$ cat config.mk
export PLATFORM = sky130hd
export DESIGN_NAME = roi_scan_io
export DESIGN_NICKNAME = d
export VERILOG_FILES = /design/src/rtl/roi_scan_pkg.sv /design/src/rtl/roi_scan_fillcnt.sv /design/src/rtl/roi_scan_io.sv
export SDC_FILE = /design/constraint.sdc
export NUM_CORES = 1
export LEC_CHECK = 0
export BUFFER_PORTS_ARGS = -buffer_cell sky130_fd_sc_hd__buf_2
export CORE_MARGIN = 2
export CORE_UTILIZATION = 25
export CTS_CLUSTER_DIAMETER = 150
export CTS_CLUSTER_SIZE = 28
export DETAILED_ROUTE_END_ITERATION = 10
export RECOVER_POWER = 100
export SETUP_SLACK_MARGIN = 0.2
export SLEW_MARGIN = 0
export SYNTH_ARGS = -nofsm -noshare
export SYNTH_HDL_FRONTEND = slang
export SYNTH_HIERARCHICAL = 1
export SYNTH_SLANG_ARGS = --single-unit
$ cat constraint.sdc
create_clock -name clk -period 62.3 [get_ports clk]
set_input_delay 3.115 -clock clk [delete_from_list [all_inputs] [get_ports clk]]
set_output_delay 3.115 -clock clk [all_outputs]
set_load 0.05 [all_outputs]
$ cat src/rtl/roi_scan_pkg.sv
// Shared types and default sizes for the ROI serial scan harness.
package roi_scan_pkg;

  localparam int DEF_DIN_N  = 256;
  localparam int DEF_DOUT_N = 256;
  localparam int CNT_W      = $clog2(DEF_DIN_N + 1);

  typedef enum logic [1:0] {
    IDLE = 2'd0,
    FILL = 2'd1,
    FULL = 2'd2
  } state_t;

  function automatic logic is_full(input state_t s);
    return (s == FULL);
  endfunction

endpackage

$ cat src/rtl/roi_scan_fillcnt.sv
// Saturating fill counter and IDLE/FILL/FULL tracker for the input shift chain.
module roi_scan_fillcnt
  import roi_scan_pkg::*;
#(
  parameter int FULL_N = DEF_DIN_N,
  parameter int CW     = $clog2(FULL_N + 1)
) (
  input  logic          clk,
  input  logic          rst,
  input  logic          stb,
  input  logic          advance,
  output logic [CW-1:0] fill_cnt,
  output state_t        state
);

  localparam logic [CW-1:0] FULL_CNT = CW'(FULL_N);
  localparam logic [CW-1:0] ONE_CNT  = {{(CW-1){1'b0}}, 1'b1};

  state_t        state_r;
  state_t        state_nxt;
  logic [CW-1:0] cnt_r;
  logic [CW-1:0] cnt_nxt;

  // Next count and state; the bit shifted on a strobe cycle starts the next word
  always_comb begin
    cnt_nxt   = cnt_r;
    state_nxt = state_r;
    if (stb) begin
      cnt_nxt   = ONE_CNT;
      state_nxt = FILL;
    end else if (advance) begin
      if (cnt_r == FULL_CNT) begin
        cnt_nxt = cnt_r;
      end else begin
        cnt_nxt = cnt_r + ONE_CNT;
      end
      case (state_r)
        IDLE, FILL: begin
          if (cnt_nxt == FULL_CNT) begin
            state_nxt = FULL;
          end else begin
            state_nxt = FILL;
          end
        end
        FULL:    state_nxt = FULL;
        default: state_nxt = IDLE;
      endcase
    end else begin
      cnt_nxt   = cnt_r;
      state_nxt = state_r;
    end
  end

  // Count and state registers
  always_ff @(posedge clk or posedge rst) begin
    if (rst) begin
      cnt_r   <= {CW{1'b0}};
      state_r <= IDLE;
    end else begin
      cnt_r   <= cnt_nxt;
      state_r <= state_nxt;
    end
  end

  assign fill_cnt = cnt_r;
  assign state    = state_r;

endmodule

$ cat src/rtl/roi_scan_io.sv
// Serial scan harness around the fuzzer ROI: one continuous chain di -> dout_ser,
// with parallel commit/capture on stb and detection of under-filled commits.
module roi_scan_io
  import roi_scan_pkg::*;
#(
  parameter int DIN_N  = DEF_DIN_N,
  parameter int DOUT_N = DEF_DOUT_N
) (
  input  logic                       clk,
  input  logic                       rst,
  input  logic                       di,
  input  logic                       stb,
  output logic [DIN_N-1:0]           din,
  input  logic [DOUT_N-1:0]          dout,
  output logic                       dout_ser,
  output logic [$clog2(DIN_N+1)-1:0] fill_cnt,
  output logic                       commit_ok,
  output logic                       short_err
);

  localparam int CW = $clog2(DIN_N + 1);

  logic [DIN_N-1:0]  din_shr_r;
  logic [DOUT_N-1:0] dout_shr_r;
  logic [DIN_N-1:0]  din_r;
  logic              commit_ok_r;
  logic              short_err_r;
  logic [CW-1:0]     fill_cnt_s;
  state_t            state_s;

  roi_scan_fillcnt #(
    .FULL_N (DIN_N),
    .CW     (CW)
  ) u_fillcnt (
    .clk      (clk),
    .rst      (rst),
    .stb      (stb),
    .advance  (1'b1),
    .fill_cnt (fill_cnt_s),
    .state    (state_s)
  );

  // Shift chains plus commit/capture; the input chain keeps shifting on stb
  always_ff @(posedge clk or posedge rst) begin
    if (rst) begin
      din_shr_r   <= {DIN_N{1'b0}};
      dout_shr_r  <= {DOUT_N{1'b0}};
      din_r       <= {DIN_N{1'b0}};
      commit_ok_r <= 1'b0;
      short_err_r <= 1'b0;
    end else begin
      din_shr_r <= {din_shr_r[DIN_N-2:0], di};
      if (stb) begin
        din_r      <= din_shr_r;
        dout_shr_r <= dout;
      end else begin
        din_r      <= din_r;
        dout_shr_r <= {dout_shr_r[DOUT_N-2:0], din_shr_r[DIN_N-1]};
      end
      commit_ok_r <= stb && is_full(state_s);
      short_err_r <= short_err_r | (stb && !is_full(state_s));
    end
  end

  assign din       = din_r;
  assign dout_ser  = dout_shr_r[DOUT_N-1];
  assign fill_cnt  = fill_cnt_s;
  assign commit_ok = commit_ok_r;
  assign short_err = short_err_r;

endmodule
==> results.cfg <==
[outcome]
status = complete, but fails checks
violations = capacitance limit, slew limit

[sta]
max_slew.worst_pin.slew_ns = 6.47
finalClockSkew_ns = 0.0168
slew_viol_final = 1330
slew_headroom = -3.32
fin_setup_tns_ns = 0
rsz0062_at_grt = false
final_hold_viol_count = 0
holdWs_ns = 0.377
max_freq_mhz = 63.1
min_period_ns = 15.85
layout_setup_ws_ns = 46.45
fin_crit_sh = 0.254
setup_viol = 0

[global_route]
grtUsageTotal = 0.0976
grt_pass1_vias = 14623
grt.overflow.total = 0
antenna_found_initial = 5
grt_pass1_wl_um = 84800
grt_max_degree = 134

[worst_hold_path]
hp-class = register to register

[logic_synthesis]
syn_nets = 1692
synthDistinctLibCells = 31
yosys.area.top_type_share = 0.739
seq_area_frac_synth = 0.739
yosys_most_used_dff = dfrtp_1
async_flop_share = 1.00
synth_common_cells = dfrtp_1, mux2_2, buf_6, nor2_1, nand2_1
yosys.area.top_type = dfrtp_1
syn_area_um2 = 26400
yosys-top-cells-area = dfrtp_1, mux2_2, buf_6, xnor2_1, nor2_1
synth-seq-cells = 781
ys.warnings.count = 6
syn_area_per_cell_um2 = 18.5
yosysMostFrequentCell = dfrtp_1
synth_edf_count = 0
syn-instance-count = 1430

[detailed_routing]
route.detailed.drc = 0
drt_iter0_drc = 604
firstDrtPassIters = 6
via_count = 13224
ant_nets = 0
post_drt_via_cell_ratio = 3.96
wl_per_cell_um = 16.5
drt_wl_total_um = 55200

[placement]
place_ws_ns = 55.34
place_area_um2 = 30300
port_buffers = 527
place_congestion = 0.800
hpwl_um = 39300
dp.cells = 3301

[cts]
post_cts_buffers = 0
cts_hold_buf = 0
htreeDepth = 1
clock_sinks = 781
worst_setup_hold_path_clk_slew_ns = 0.10
cts_buffer_depth = 3
cts_resized = 0
ctsRootBufferMaster = clkbuf_16
clock_latency_ns = 0.63
cts_tree = done
cts_made_buffers = 31

[layout]
drive_gt1_frac = 0.409
stdcell_area_um2 = 30700
final_cells = 3336
syn2layout_area_growth_pct = 16.0
nets = 2205

[critical_path]
crit_fanout = 126
end_kind = register
start_kind = primary input
regToRegSetupSlack_ns = 59.74
crit_type = primary input to register
worstPathRequired_ns = 62.85
arrival_ns = 16.40

[floorplanning]
num_rows = 119
core_area_um2 = 105000
die_area_um2 = 108000
die_w_um = 329
io_pins = 528
die_h_um = 329
initial_core_util = 0.251

[power]
static-leakage-power_nw = 14.3
ir_worst_vdd_mv = 0.0171
power_density_nw_per_um2 = 27.4

[run]
maxCapViolCount = 18
==> power by group <==
| group | internal, mW | leakage (nW) | switching (mW) |
|---|---|---|---|
| registers | 0.528 | 10.1 | 0.00809 |
| clock network | 0.0893 | 0.386 | 0.146 |
| logic | 0.0299 | 3.87 | 0.0397 |
| total | 0.647 | 14.3 | 0.193 |
==> final timing paths <==
check                                      start            endpoint  cells past startpoint
min                                din_shr_r[73]       din_shr_r[74]                      0
max in group asynchronous                    rst      din_shr_r[132]                      5
max reg2reg                u_fillcnt/fill_cnt[0]  u_fillcnt/state[1]                      6
max                                          stb            din[177]                      5
min in group asynchronous                    rst  u_fillcnt/state[0]                      2
min reg2reg                        din_shr_r[73]       din_shr_r[74]                      0
==> registers in the layout, summed over array words and instances (netlist names) <==
name                flops
din                   256
u_fillcnt/fill_cnt      9
u_fillcnt/state         2
dout_shr_r            256
din_shr_r             256
short_err               1
commit_ok               1
==> kinds of logic (layout without fill, tap and decap cells) <==
| kind of cell | after synthesis | count (layout) | share of synthesized area |
|---|---|---|---|
| AOI/OAI and AO/OA | 13 | 13 | 0.00369 |
| DFF | 781 | 781 | 0.739 |
| adders and majority gates | 2 | 2 | 0.000947 |
| buffers and inverters | 69 | 581 | 0.0258 |
| xor gates and xnor gates | 10 | 10 | 0.00331 |
| other | 1 | 4 | 0.000142 |
| and+or+nand+nor | 41 | 41 | 0.00814 |
| muxes | 513 | 513 | 0.219 |
==> critical path, cell delays in order <==
cell	delay [ns]
clkbuf_1	4.45
clkbuf_1	2.31
clkbuf_1	2.85
clkbuf_1	2.88
mux2_2	0.57
==> layout by cell type (no fill, tap or decap), drive strengths merged, types with 4 or more instances in the layout <==
cell type and instances:
buf 257, clkbuf 317, dfrtp 781, inv 5
mux2 512, nand2 8, nand3 6, nor2 10
nor3 6, xnor2 6, xor2 4
==> per-stage QoR <==
stage | power [mW] | utilization
final | 0.841 | 0.292
after floorplan | 0.596 | -
after CTS | 0.855 | 0.296
after global routing | 0.880 | 0.292
after detailed placement | 0.617 | 0.288
after global placement | 0.614 | 0.288
==> final cells by class <==
cell class	instances	area, um2
flip-flops and latches	781	19500
fillers	10705	74500
inverters	6	23.8
clock inverters	1	5.00
multi-input cells	580	6200
diodes	3	7.51
clock buffers	31	776
well taps	1391	1740
repair buffers	543	2360
==> metal layers <==
layer  share of wire  track usage
met5         0.00047            0
met4           0.022       0.0262
met3           0.080       0.0294
met2            0.49        0.164
met1            0.41        0.122
(Power assumes the default switching activity.)
